## config.mk

```make
export PLATFORM = sky130hd
export DESIGN_NAME = tx_arbiter
export DESIGN_NICKNAME = d
export VERILOG_FILES = /design/src/rtl/tx_arbiter.sv
export SDC_FILE = /design/constraint.sdc
export NUM_CORES = 1
export LEC_CHECK = 0
export ABC_CLOCK_PERIOD_IN_PS = 5000
export CAP_MARGIN = 30
export CORE_AREA = 3 3 104 106
export CTS_BUF_LIST = sky130_fd_sc_hd__clkbuf_16
export DETAILED_ROUTE_END_ITERATION = 8
export DIE_AREA = 0 0 107 109
export GPL_ROUTABILITY_DRIVEN = 0
export GPL_TIMING_DRIVEN = 0
export MAX_ROUTING_LAYER = met4
export PLACE_DENSITY_LB_ADDON = 0.25
export SYNTH_ARGS = -nofsm -noshare
export SYNTH_HDL_FRONTEND = slang
export SYNTH_SLANG_ARGS = --single-unit
```

## constraint.sdc

```tcl
create_clock -name clk -period 5 [get_ports clk]
set_input_delay 0.75 -clock clk [delete_from_list [all_inputs] [get_ports clk]]
set_output_delay 0.75 -clock clk [all_outputs]
set_load 0.05 [all_outputs]
```

## src/rtl/tx_arbiter.sv

```systemverilog
// tx_arbiter: decides who owns the transmitter, the host or the auto-ack
// source. A host frame waits for a quiet line. An ack frame only has to
// arrive inside a window that opens after each received frame. Every
// transmission is guarded by a watchdog and followed by a fixed dead time.
//
// Handshake: a request is a level held by its requester. The owner is told by
// a registered grant that is high from START through ACTIVE. tx_start and
// tx_abort are single-cycle registered pulses to the framer. The framer ends a
// transmission with a single-cycle tx_done. The requester drops its request on
// tx_done; a request that is still high once HOLD ends counts as a new request.
module tx_arbiter #(
   parameter int IDLE_CYCLES = 64,
   parameter int ACK_WINDOW  = 1024,
   parameter int HOLDOFF     = 8,
   parameter int TX_TIMEOUT  = 65535
) (
   input  logic       clk,
   input  logic       reset_n,
   input  logic       line_idle,
   input  logic       no_clock,
   input  logic       rx_frame_done,
   input  logic       req_host,
   input  logic       req_ack,
   input  logic       tx_done,
   output logic       grant_host,
   output logic       grant_ack,
   output logic       tx_start,
   output logic       tx_abort,
   output logic       ack_dropped,
   output logic       busy,
   output logic [1:0] fsm_state
);

   typedef enum logic [1:0] {
      IDLE   = 2'd0,
      START  = 2'd1,
      ACTIVE = 2'd2,
      HOLD   = 2'd3
   } state_t;

   localparam logic [15:0] IDLE_MAX  = 16'(IDLE_CYCLES);
   localparam logic [10:0] WIN_LOAD  = 11'(ACK_WINDOW);
   localparam logic [15:0] HOLD_LAST = 16'(HOLDOFF - 1);
   localparam logic [15:0] WD_LIMIT  = 16'(TX_TIMEOUT);

   state_t      state;
   state_t      state_nxt;
   logic [15:0] idle_cnt;
   logic [10:0] win_cnt;
   logic [15:0] wd_cnt;
   logic [15:0] wd_nxt;
   logic [15:0] hold_cnt;
   logic [15:0] hold_nxt;
   logic        drop_seen;

   logic        grant_host_nxt;
   logic        grant_ack_nxt;
   logic        tx_start_nxt;
   logic        tx_abort_nxt;
   logic        ack_dropped_nxt;
   logic        busy_nxt;

   logic        ack_ok;
   logic        idle_full;

   assign ack_ok    = (win_cnt != 11'd0);
   assign idle_full = (idle_cnt == IDLE_MAX);
   assign fsm_state = state;

   // Quiet-line counter: counts clean idle cycles, saturates, and restarts
   // whenever the line is busy, the clock is lost, or we are transmitting.
   always_ff @(posedge clk or negedge reset_n) begin
      if (!reset_n) begin
         idle_cnt <= 16'd0;
      end else if ((state == START) || (state == ACTIVE) || !line_idle || no_clock) begin
         idle_cnt <= 16'd0;
      end else if (!idle_full) begin
         idle_cnt <= idle_cnt + 16'd1;
      end
   end

   // Ack window: reopened by every received frame, drains to zero otherwise.
   always_ff @(posedge clk or negedge reset_n) begin
      if (!reset_n) begin
         win_cnt <= 11'd0;
      end else if (rx_frame_done) begin
         win_cnt <= WIN_LOAD;
      end else if (ack_ok) begin
         win_cnt <= win_cnt - 11'd1;
      end
   end

   // Remembers that the current ack request was already reported as dropped,
   // so a held request produces only one ack_dropped pulse.
   always_ff @(posedge clk or negedge reset_n) begin
      if (!reset_n) begin
         drop_seen <= 1'b0;
      end else if (!req_ack) begin
         drop_seen <= 1'b0;
      end else if (ack_dropped_nxt) begin
         drop_seen <= 1'b1;
      end
   end

   // Next-state and next-output logic; every output is registered below.
   always_comb begin
      state_nxt       = state;
      wd_nxt          = wd_cnt;
      hold_nxt        = hold_cnt;
      grant_host_nxt  = grant_host;
      grant_ack_nxt   = grant_ack;
      tx_start_nxt    = 1'b0;
      tx_abort_nxt    = 1'b0;
      ack_dropped_nxt = 1'b0;

      case (state)
         IDLE: begin
            grant_host_nxt = 1'b0;
            grant_ack_nxt  = 1'b0;
            if (req_ack && !ack_ok && !drop_seen) begin
               ack_dropped_nxt = 1'b1;
            end
            // Ack has priority and ignores the quiet-line counter; nothing
            // is granted while the network clock is missing.
            if (!no_clock) begin
               if (req_ack && ack_ok) begin
                  state_nxt     = START;
                  grant_ack_nxt = 1'b1;
                  tx_start_nxt  = 1'b1;
               end else if (req_host && idle_full) begin
                  state_nxt      = START;
                  grant_host_nxt = 1'b1;
                  tx_start_nxt   = 1'b1;
               end
            end
         end
         START: begin
            state_nxt = ACTIVE;
            wd_nxt    = 16'd0;
         end
         ACTIVE: begin
            // A normal end beats a coinciding abort condition.
            if (tx_done) begin
               state_nxt      = HOLD;
               hold_nxt       = 16'd0;
               grant_host_nxt = 1'b0;
               grant_ack_nxt  = 1'b0;
            end else if (no_clock || (wd_cnt == WD_LIMIT)) begin
               state_nxt      = HOLD;
               hold_nxt       = 16'd0;
               grant_host_nxt = 1'b0;
               grant_ack_nxt  = 1'b0;
               tx_abort_nxt   = 1'b1;
            end else begin
               wd_nxt = wd_cnt + 16'd1;
            end
         end
         HOLD: begin
            grant_host_nxt = 1'b0;
            grant_ack_nxt  = 1'b0;
            if (hold_cnt == HOLD_LAST) begin
               state_nxt = IDLE;
            end else begin
               hold_nxt = hold_cnt + 16'd1;
            end
         end
         default: begin
            state_nxt      = IDLE;
            grant_host_nxt = 1'b0;
            grant_ack_nxt  = 1'b0;
         end
      endcase

      busy_nxt = (state_nxt != IDLE);
   end

   // State register, watchdog, dead-time counter and registered outputs.
   always_ff @(posedge clk or negedge reset_n) begin
      if (!reset_n) begin
         state       <= IDLE;
         wd_cnt      <= 16'd0;
         hold_cnt    <= 16'd0;
         grant_host  <= 1'b0;
         grant_ack   <= 1'b0;
         tx_start    <= 1'b0;
         tx_abort    <= 1'b0;
         ack_dropped <= 1'b0;
         busy        <= 1'b0;
      end else begin
         state       <= state_nxt;
         wd_cnt      <= wd_nxt;
         hold_cnt    <= hold_nxt;
         grant_host  <= grant_host_nxt;
         grant_ack   <= grant_ack_nxt;
         tx_start    <= tx_start_nxt;
         tx_abort    <= tx_abort_nxt;
         ack_dropped <= ack_dropped_nxt;
         busy        <= busy_nxt;
      end
   end

endmodule

```

==> results.md <==
- CTS-repair resized insts: 0
- Post-synth EDFFs: 0
- Fin. Hold Viols: 0
- Crit path top cell by count: o21ai_0
- DRC violation total after the first TritonRoute iteration: 152
- Leakage power: 1.78 nW
- Setup-failing EPs final: 0
- Crit share post-route: 53.0%
- Fin area: 4300 µm²
- Slew @ Worst Pin: 0.867 ns
- Synth Warn #: 0
- CP Data Required Time: 5.25 ns
- Post-synthesis cell area: 3670 µm²
- Top-count cell post-synth: dfrtp_1
- Pwr dens: 443 nW/µm²
- Hold Path Class: reg -> reg
- Antenna Nets Post-Route: 0
- Slew Limit Fails: 0
- Syn_area_per_cell: 9.64 µm²
- Clock buffer count from CTS: 9
- Crit path DAT: 2.90 ns
- Slowest cell delay on critical path: 0.62 ns
- Peak supply drop: 0.294 mV
- Clk pin slew, worst setup/hold paths: 0.06 ns
- Fillers: 949
- Clock tree buffer depth: 2
- GRT Total Usage: 14.5%
- Placed Area: 3990 µm²
- Die W: 107 µm
- Critical path type: in -> reg
- First-pass GRT wire length: 13100 µm
- Initial antenna violation count: 0
- Rel. slew slack: 42.2%
- Core Area: 9860 µm²
- DRT Pass-1 Iters: 4
- Net Count, Synth: 398
- Post-DR vias/cell: 5.23
- Aggregate routed wire length: 7470 µm
- Crit-path max FO: 10
- Max cap viols: 0
- Post-CTS setup buffers: 0
- Vias in the first global route: 2797
- CP startpoint kind: primary input
- Cell count after synthesis: 381
- #FFs+latches synth: 68
- Crit path cell chain: clkdlybuf4s50_1 > or3b_1 > buf_6 > o21ai_0 > o21ai_0 > a21oi_1
- DR DRC count: 0
- Run status: complete, no violations
- I/O pins: 16
- Dpl hpwl: 5150 µm
- Peak Freq: 377 MHz
- Largest net degree at the start of global routing: 69
- Latest clock arrival within the worst-skew pair: 0.33 ns
- Clock sink count: 68
- Port bufs: 15
- Final core occ: 43.6%
- Setup_tns: 0 ns
- Synth top area share: 46.4%
- Ant. Diodes: 0
- Routed vias: 2849
- CP Buf/Inv Count: 2
- Htree depth: 3
- Fraction of layout cells with a size suffix above 1: 8.98%
- Worst Setup End Kind: flip-flop
- Seq/Total Area, Yosys: 46.4%
- Routed WL per cell: 13.7 µm
- RSZ-0062 raised after global routing: false
- Die Span Y: 109 µm
- CTS tree: built
- Area Overhead vs Synth: 17.2%
- Synth Flop Type: dfrtp_1
- Final worst path period need: 2.65 ns
- Yosys top cell by area: dfrtp_1
- Overflow after GRT: 0
- Post-synthesis async set-or-reset flop share: 100%
- CP delay by family, top: compound AO/OA/AOI/OAI gates
- # hold bufs at CTS: 0
- Top cells by area, synth: dfrtp_1 46%, nor2_1 5.9%, xor2_1 4.8%
- Die area: 11700 µm²
- Count of different cell masters after synthesis: 52
- Clock Skews: 0.00533 ns
- # nets final: 424
- Crit-path slowest cell: o21ai_0
- Initial Util: 37.2%
- CTS root buf: clkbuf_16
- # rows: 36
- Synth cell count leaders: 68 x dfrtp_1, 58 x nor2_1, 20 x nand2_1, 20 x xor2_1, 18 x xnor2_1
- Final Non-Filler Cells: 545
- Placed Cells: 529
==> cell usage in the layout (no fill, tap or decap), types with 12 or more instances in the layout <==
cell / n
nand4_1: 16
clkdlybuf4s50_1: 14
o21ai_0: 16
nand2_1: 20
xor2_1: 20
dfrtp_1: 68
xnor2_1: 18
nor2_1: 58
or3_1: 15
a21oi_1: 16
nand3_1: 14
nor3_1: 12
inv_1: 14
==> registers in the layout, summed over array words and instances, names as in the netlist <==
register     count
grant_host       1
busy             1
tx_abort         1
idle_cnt        16
ack_dropped      1
fsm_state        2
hold_cnt        16
drop_seen        1
wd_cnt          16
tx_start         1
grant_ack        1
win_cnt         11
==> worst reg2reg max path, stage by stage, from the launching register on <==
cell and delay (ns):
dfrtp_1 0.43, inv_1 0.13, ha_1 0.18, buf_6 0.13, or3b_1 0.39, buf_6 0.17
o21ai_0 0.62, o21ai_0 0.18, a21oi_1 0.16
==> report_power, final <==
group / internal [W] / switching (W)
clock network: 0.000435 / 0.000242
registers: 0.000619 / 0.0000691
logic: 0.000215 / 0.000324
==> cell families after synthesis <==
| group | count (synthesis) | synth area share (%) |
|---|---|---|
| XOR/XNOR | 38 | 9.07 |
| multiplexers | 1 | 0.307 |
| buffers and inverters | 25 | 3.24 |
| flip-flops | 68 | 46.4 |
| AO/OA/AOI/OAI | 56 | 10.4 |
| adder cells (fa/ha/maj) | 9 | 3.07 |
| AND/OR/NAND/NOR | 184 | 27.6 |
==> final cells by class <==
class	instances	area (µm²)	share of cell area (%)
Tap cell	133	166	3.87
Clock inverter	7	91.3	2.12
Timing Repair Buffer	15	148	3.43
Buffer	12	70.1	1.63
Sequential cell	68	1700	39.6
Multi-Input combinational cell	288	1850	43.0
Clock buffer	9	225	5.24
Inverter	13	48.8	1.13
==> per-stage QoR <==
step	power, W	worst slack (ns)	hold slack (ns)
final	0.00190	2.35	0.444
after global routing	0.00202	2.21	0.481
after CTS	0.00193	2.36	0.450
after detailed placement	0.00124	2.04	0.443
after global placement	0.00124	0.825	0.436
after floorplan	0.00109	2.64	0.425
==> metal layers <==
metal / part of all wire (%) / global-route usage, % / wire [µm]
met5: 0 / - / 0
met3: 3.2 / 3.67 / 239
met1: 49 / 18.5 / 3690
met4: 1.5 / 5.75 / 111
met2: 46 / 22.2 / 3430
==> final timing paths <==
path	start	end	slack, ns	cells after the start
worst max register to register	fsm_state[0]	hold_cnt[12]	2.54	8
max in group asynchronous	reset_n	idle_cnt[3]	3.89	1
min in group asynchronous	reset_n	idle_cnt[9]	0.51	1
worst min-delay path	drop_seen	ack_dropped	0.44	1
worst max-delay path	no_clock	hold_cnt[12]	2.35	6
worst min register to register	drop_seen	ack_dropped	0.44	1
Note: power is estimated with default switching activity, not from simulation.
